[src/rtl/hazard_scoreboard_unit.sv]
// Pipeline hazard unit: operand forwarding, load-use / long-op RAW / structural
// stalls, branch flushing and a per-register countdown scoreboard for the long unit.
module hazard_scoreboard_unit #(
  parameter int unsigned AW   = 5,
  parameter int unsigned NSRC = 2,
  parameter int unsigned LAT  = 4
) (
  input  logic                 clk,
  input  logic                 rst,
  input  logic [NSRC*AW-1:0]   Rs_D,
  input  logic [NSRC-1:0]      RsUse_D,
  input  logic                 LongOp_D,
  input  logic [NSRC*AW-1:0]   Rs_E,
  input  logic [AW-1:0]        RD_E,
  input  logic                 RegWriteE,
  input  logic                 LoadE,
  input  logic                 LongIssueE,
  input  logic                 PCSrcE,
  input  logic [AW-1:0]        RD_M,
  input  logic [AW-1:0]        RD_WB,
  input  logic                 RegWriteM,
  input  logic                 RegWriteW,
  output logic [2*NSRC-1:0]    ForwardE,
  output logic                 StallF,
  output logic                 StallD,
  output logic                 FlushD,
  output logic                 FlushE,
  output logic                 LongBusy,
  output logic [(2**AW)-1:0]   Pending
);

  localparam int unsigned NREG = 2 ** AW;
  localparam int unsigned CW   = $clog2(LAT + 1);
  localparam logic [CW-1:0] LAT_C = CW'(LAT);

  logic          rd_e_nz;
  logic          issue_wr;
  logic [CW-1:0] busy_cnt;
  logic          load_use;
  logic          long_raw;
  logic          struct_hz;
  logic          hazard;

  assign rd_e_nz  = (RD_E != '0);
  assign issue_wr = LongIssueE & RegWriteE & rd_e_nz;

  // Register 0 is hardwired and never tracked.
  assign Pending[0] = 1'b0;

  genvar r;
  generate
    for (r = 1; r < NREG; r++) begin : g_sb
      logic [CW-1:0] cnt;

      // A re-issue to the same register reloads even while counting down.
      always_ff @(posedge clk or posedge rst) begin
        if (rst) begin
          cnt <= '0;
        end else if (issue_wr && (RD_E == AW'(r))) begin
          cnt <= LAT_C;
        end else if (cnt != '0) begin
          cnt <= cnt - CW'(1);
        end
      end

      assign Pending[r] = (cnt != '0);
    end
  endgenerate

  // Occupancy of the non-pipelined long unit, independent of destination.
  always_ff @(posedge clk or posedge rst) begin
    if (rst) begin
      busy_cnt <= '0;
    end else if (LongIssueE) begin
      busy_cnt <= LAT_C;
    end else if (busy_cnt != '0) begin
      busy_cnt <= busy_cnt - CW'(1);
    end
  end

  assign LongBusy = (busy_cnt != '0);

  // Forward selection, M before WB.
  always_comb begin
    ForwardE = '0;
    for (int i = 0; i < NSRC; i++) begin
      if (RegWriteM && (RD_M != '0) && (RD_M == Rs_E[i*AW +: AW])) begin
        ForwardE[2*i +: 2] = 2'b10;
      end else if (RegWriteW && (RD_WB != '0) && (RD_WB == Rs_E[i*AW +: AW])) begin
        ForwardE[2*i +: 2] = 2'b01;
      end
    end
  end

  // Decode-side hazard detection over all used sources.
  always_comb begin
    load_use = 1'b0;
    long_raw = 1'b0;
    for (int i = 0; i < NSRC; i++) begin
      if (RsUse_D[i]) begin
        if (LoadE && RegWriteE && rd_e_nz && (Rs_D[i*AW +: AW] == RD_E)) begin
          load_use = 1'b1;
        end
        if (Pending[Rs_D[i*AW +: AW]] || (issue_wr && (Rs_D[i*AW +: AW] == RD_E))) begin
          long_raw = 1'b1;
        end
      end
    end
  end

  assign struct_hz = LongOp_D & (LongBusy | LongIssueE);
  assign hazard    = load_use | long_raw | struct_hz;

  // A taken branch discards the stalled decode instruction, so it overrides stalls.
  always_comb begin
    StallF = 1'b0;
    StallD = 1'b0;
    FlushD = 1'b0;
    FlushE = 1'b0;
    if (PCSrcE) begin
      FlushD = 1'b1;
      FlushE = 1'b1;
    end else if (hazard) begin
      StallF = 1'b1;
      StallD = 1'b1;
      FlushE = 1'b1;
    end
  end

endmodule

[config.mk]
export PLATFORM = sky130hd
export DESIGN_NAME = hazard_scoreboard_unit
export DESIGN_NICKNAME = d
export VERILOG_FILES = /design/src/rtl/hazard_scoreboard_unit.sv
export SDC_FILE = /design/constraint.sdc
export NUM_CORES = 1
export LEC_CHECK = 0
export ABC_AREA = 1
export CORE_ASPECT_RATIO = 0.8
export CORE_MARGIN = 2
export CORE_UTILIZATION = 32
export CTS_BUF_LIST = sky130_fd_sc_hd__clkbuf_4
export DETAILED_ROUTE_END_ITERATION = 12
export HOLD_SLACK_MARGIN = 0.15
export PLACE_DENSITY = 0.56
export SLEW_MARGIN = 20
export SYNTH_ARGS = -nofsm -noshare
export SYNTH_HDL_FRONTEND = slang
export SYNTH_SLANG_ARGS = --single-unit
[constraint.sdc]
create_clock -name clk -period 4.05 [get_ports clk]
set_input_delay 0.81 -clock clk [delete_from_list [all_inputs] [get_ports clk]]
set_output_delay 0.81 -clock clk [all_outputs]
set_load 0.05 [all_outputs]
# Yosys cells after proc, flatten, opt, wreduce, memory -nomap -nowiden
# Cells that the tools add are included.
word_totals:
  inputBits: 46
  reg_bits: 96
  out_inout_bits: 41
  elab_cells: 305
classes:
  muxes: 84
  bitwise_logic: 6
  n_addsub: 32
  magnitude_cmp: 2
  n_eq_ne: 37
  n_reduce_logical: 112
ops:
  columns: ["operator", "n"]
  rows:
  - ["2-to-1 mux 3 bit", 64]
  - ["nonzero test 3 bit", 32]
  - ["subtractor 3 x 1 -> 3 bit, second input constant", 32]
  - ["== test 5 bit, second input constant", 16]
  - ["nonzero test 2 bit", 32]
  - ["logical AND 1 bit", 43]
  - ["== test 5 x 4 -> 1 bit, second input constant", 8]
  - ["== test 5 bit", 6]
  - ["== test 5 x 3 -> 1 bit, second input constant", 4]
  - ["2-to-1 mux 1 bit", 16]
  - ["nonzero test 5 bit", 3]
  - ["less-than comparator 5 x 6 -> 1 bit, second input constant", 2]
  - ["binary-select mux 1 bit (select 5 bit)", 2]
  - ["== test 5 x 2 -> 1 bit, second input constant", 2]
  - ["== test 5 x 1 -> 1 bit, second input constant", 1]
  - ["2-to-1 mux 2 bit", 2]
  - ["bitwise AND 1 bit", 3]
  - ["OR 1 bit", 3]
  - ["logical OR 1 bit", 2]

# Logic depth before layout (Yosys ltp)
# Gate-level depths: netlist (run 1).
depth:
  word_depth: 12
  depth_mapped: 16
  ltp_nobuf: 15

# Least setup slack after synthesis (run 1)
# No wires, ideal clock.
synth_timing:
  path_kind: "input-to-output"
  start: "input port RD_M[0]"
  end: "output port ForwardE[0]"
  required_time_ns: 3.240
  path_buffers: 0
  path_stages: 4
  slack_ns: -0.025
  arrival_time_ns: 3.265
  path_cell_list: "xnor2_1 -> nand3_1 -> nor4_1 -> nor2_1"
synth_via:
  elab_chain_cells: 4
  elab_cells_between_ends: 5
  cone_classes: "eq/ne: 1; mux: 1; reduce/logical: 3"
synth_lines:
  columns: ["element", "line_no", "source"]
  rows:
  - ["start: declaration", "19", "input logic [AW-1:0] RD_M,"]
  - ["nonzero test 5 bit", "87", "if (RegWriteM && (RD_M != '0) && (RD_M == Rs_E[i*AW +: AW])) begin"]
  - ["logical AND 1 bit", "87", null]
  - ["logical AND 1 bit *", "87", null]
  - ["2-to-1 mux 2 bit *", "87", null]
  - ["end: declaration", "23", "output logic [2*NSRC-1:0] ForwardE,"]
# Every way passes the cells marked *; elsewhere a longest branch is shown, timed or not.

# Final worst setup path (run 1)
layout_timing:
  start: "input port Rs_D[5]"
  end: "output port StallD"
layout_via:
  elab_chain_cells: 9
  elab_cells_between_ends: 14
  cone_classes: "eq/ne: 1; mux: 8; bitwise: 2; reduce/logical: 3"
layout_lines:
  columns: ["element", "line_no", "source"]
  rows:
  - ["start: declaration", "10", "input logic [NSRC*AW-1:0] Rs_D,"]
  - ["binary-select mux 1 bit (select 5 bit) or == test 5 bit (tied branches)", "104, 101", null]
  - ["2-to-1 mux 1 bit (not written as such) or logical AND 1 bit (tied branches)", "104", "if (Pending[Rs_D[i*AW +: AW]] || (issue_wr && (Rs_D[i*AW +: AW] == RD_E))) begin"]
  - ["logical OR 1 bit", "104", null]
  - ["2-to-1 mux 1 bit", "104", null]
  - ["2-to-1 mux 1 bit", "100", "if (RsUse_D[i]) begin"]
  - ["OR 1 bit * (2 in series)", "112", "assign hazard = load_use | long_raw | struct_hz;"]
  - ["2-to-1 mux 1 bit *", "123", "end else if (hazard) begin"]
  - ["2-to-1 mux 1 bit *", "120", "if (PCSrcE) begin"]
  - ["end: declaration", "25", "output logic StallD,"]
# Every way passes the cells marked *; elsewhere a longest branch is shown, timed or not. The select of a mux whose other input is x is not followed.

==> results of run 1 <==
Yosys cell counts (8+ instances only):
master | n | share of area [%]
dfrtp_1 | 96 | 34
nor2_8 | 8 | 2.3
inv_2 | 22 | 1.2
xnor2_1 | 40 | 5.0
nand3_1 | 75 | 5.3
nand3_2 | 15 | 2.1
nor3_1 | 29 | 2.1
o21ai_0 | 35 | 2.5
xor2_1 | 14 | 1.7
ha_1 | 64 | 11
o31ai_1 | 9 | 0.96
nand2_1 | 129 | 6.9
inv_1 | 175 | 9.4
a21oi_1 | 9 | 0.64
nor2_1 | 121 | 6.5
o31ai_2 | 14 | 2.5
cell families (layout without fill, tap and decap cells):
logic type               Yosys count  in the layout  synth area share [%]
other                              1              3                0.0534
XOR/XNOR                          54             54                  6.73
AND/OR/NAND/NOR                  405            405                  28.4
buffers and inverters            209            303                  12.0
flip-flops                        96             96                  34.2
adder cells (fa/ha/maj)           64             64                  11.4
AO/OA/AOI/OAI                     73             73                  7.20
per-stage QoR:
step                      hold WS [ns]  util [%]  worst slack [ns]  instance area, um2  cells
after global placement           0.480      38.1             0.258                8210   1256
after floorplan                  0.469         -             0.725                7040    902
final                            0.519      38.6             0.273                8330   1273
after CTS                        0.521      38.6             0.215                8320   1271
after global routing             0.542      38.6            0.0327                8330   1273
after detailed placement         0.486      38.1             0.227                8210   1256
state kept, by name, indices dropped and copies added, names as in the netlist:
signal	cells
busy_cnt	3
g_sb.cnt	93
report_power, final:
part           switching (mW)  internal [mW]  leakage, nW  total, mW
sequential              0.275           1.48         1.15       1.76
clock                   0.345          0.118       0.0451      0.463
combinational            2.21           1.44         3.02       3.65
path summary, 6_finish.rpt:
path,from,to,slack (ns),cells after the start
min,g_sb[29].cnt[0],g_sb[29].cnt[0],0.52,2
max reg2reg,g_sb[18].cnt[0],g_sb[18].cnt[0],2.45,7
max,Rs_D[5],StallD,0.27,11
max in group asynchronous,rst,g_sb[21].cnt[2],2.66,3
min in group asynchronous,rst,g_sb[10].cnt[2],0.68,2
min reg2reg,g_sb[29].cnt[0],g_sb[29].cnt[0],0.52,2
worst max-delay path, delay by kind of cell:
kind / cells / cell delay [ns]
AOI/OAI and AO/OA: 1 / 0.16
and+or+nand+nor: 6 / 0.71
buffers and inverters: 4 / 1.27
routing by layer:
metal  global-route usage [%]  wire length, um
met5                        0                0
met4                     3.94              196
met3                     3.07              729
met2                     23.9             7520
met1                     23.1             9020
area by class of cell:
type | count | area, um2 | area share [%]
Sequential cell | 96 | 2400 | 28.8
Multi-Input combinational cell | 597 | 3800 | 45.6
Clock inverter | 6 | 37.5 | 0.451
Tap cell | 275 | 344 | 4.13
Antenna cell | 2 | 5.00 | 0.0601
Inverter | 198 | 748 | 8.98
Clock buffer | 9 | 67.6 | 0.811
Timing Repair Buffer | 90 | 926 | 11.1
==> results by group, run 1 <==
Outcome
  • Outcome: finished, final reports clean

Setup path
  • Worst Path Arrival: slightly below 3 ns
  • Worst setup EP type: output pin
  • Crit start category: input port
  • Req. time, crit path: 3.24 ns
  • Slowest CP cell: clkdlybuf4s50_1
  • CP Cell Sequence: clkdlybuf4s50_1 -> inv_2 -> nor2_1 -> nor3_1 -> nand4_1 -> a21oi_1 -> nor2_1 -> nand3_1 -> nand2_1 -> inv_1 -> buf_12
  • CP max stage delay: 0.68 ns
  • Crit path kind: in -> out
  • CP Max Fanout: 12
  • CP dominant cell by count: nor2_1

Die
  • I/O pin cnt: 87
  • Die ar.: 0.0232 mm2
  • Core area: 0.0216 mm2
  • Initial Util: 32.6%
  • DIE WIDTH: 170 um
  • Die Height: about 140 um
  • Num rows: 48

Drt
  • Via density: 4.53
  • Pre-antenna DRT Iters: 5
  • DRT Wirelength: ~17000 um
  • Initial drt markers: 356
  • Vias: 5769
  • Antenna-violating nets left: 0
  • DRC errors left: 0
  • DR WL/cell: ~14 um

STA
  • RSZ-0062 raised after global routing: false
  • Worst slew margin: 62.8%
  • Max Fclk: approximately 0.26 GHz
  • Minimum clock period: 3.78 ns
  • Setup violations, final: 0
  • Worst Skew: 0.0202 ns
  • Tcrit/Tclk final: 93.3%
  • Worst-Margin Slew: 0.557 ns
  • Setup TNS: 0 ns
  • Final hold violations: 0
  • Slew Limit Fails: 0

Clock tree
  • Post CTS Setup Buffer Count: 0
  • Clock latency reported for the late side of the worst-skew pair: approximately 0.49 ns
  • Htree depth: 3
  • Root buf cell: clkbuf_4
  • CTS clock-pin slew for the worst setup and hold paths: 0.15 ns
  • CTS Buffer Depth: 2
  • Hold buffers post-CTS: 0
  • Clock sink count: between 90 and 100
  • Num CTS Buffers: 9
  • CTS tree: yes
  • PostCTS Resize Cnt: 0

Yosys
  • Most used DFF post-synth: dfrtp_1
  • Register area share after synthesis: approximately a third
  • Ys async rst share: 100%
  • Avg Inst Size Synth: 7.79 um2
  • Area of the mapped netlist: 0.00702 mm2
  • Syn Inst Count: 902
  • Number of synthesized flops with an enable pin: 0
  • Syn. warnings: 0
  • FF+latch count, synth: 96
  • Synth Net Count: 1012
  • Synth unique cells: 34

Hold path
  • HP Class: reg -> reg

Placed design
  • GP Congestion: 0.895
  • HPWL after detailed placement: 13800 um
  • Port Buf Inserts: 85

Global routing
  • First-pass GRT wire length: 28300 um
  • Vias in the first global route: between 5000 and 6000
  • Initial antenna violation count: 1
  • GRT overflow: 0
  • All-layer global routing usage: 15.8%
  • Largest net degree at the start of global routing: 63

Power and ir drop
  • Max VDD drop: 0.375 mV
  • Leak pwr: 4.21 nW
  • Total power: 5.87 mW
  • Pwr dens: 705 mW/mm2

Final layout
  • Final #Nets: 1102
  • Synth-to-layout area growth: 18.6%
  • Commonest non-fill, non-tap cell in the layout: inv_1
  • Commonest non-fill, non-tap cells in the layout: inv_1, nand2_1, nor2_1
  • Layout cells sized above 1: 10.5%
  • Fill count: 2209

Job
  • Max cap viols: 0
No activity file was read; power rests on OpenSTA's default activity.
==> run 2: changes to the inputs <==
Settings changed: SLEW_MARGIN 20 to unset.
==> results of run 2 <==
Final layout, timing and power as in run 1 (identical DEF).
==> run 3: changes to the inputs <==
Settings changed: CAP_MARGIN set to 10.
==> results of run 3 <==
Final layout, timing and power as in run 1 (identical DEF).
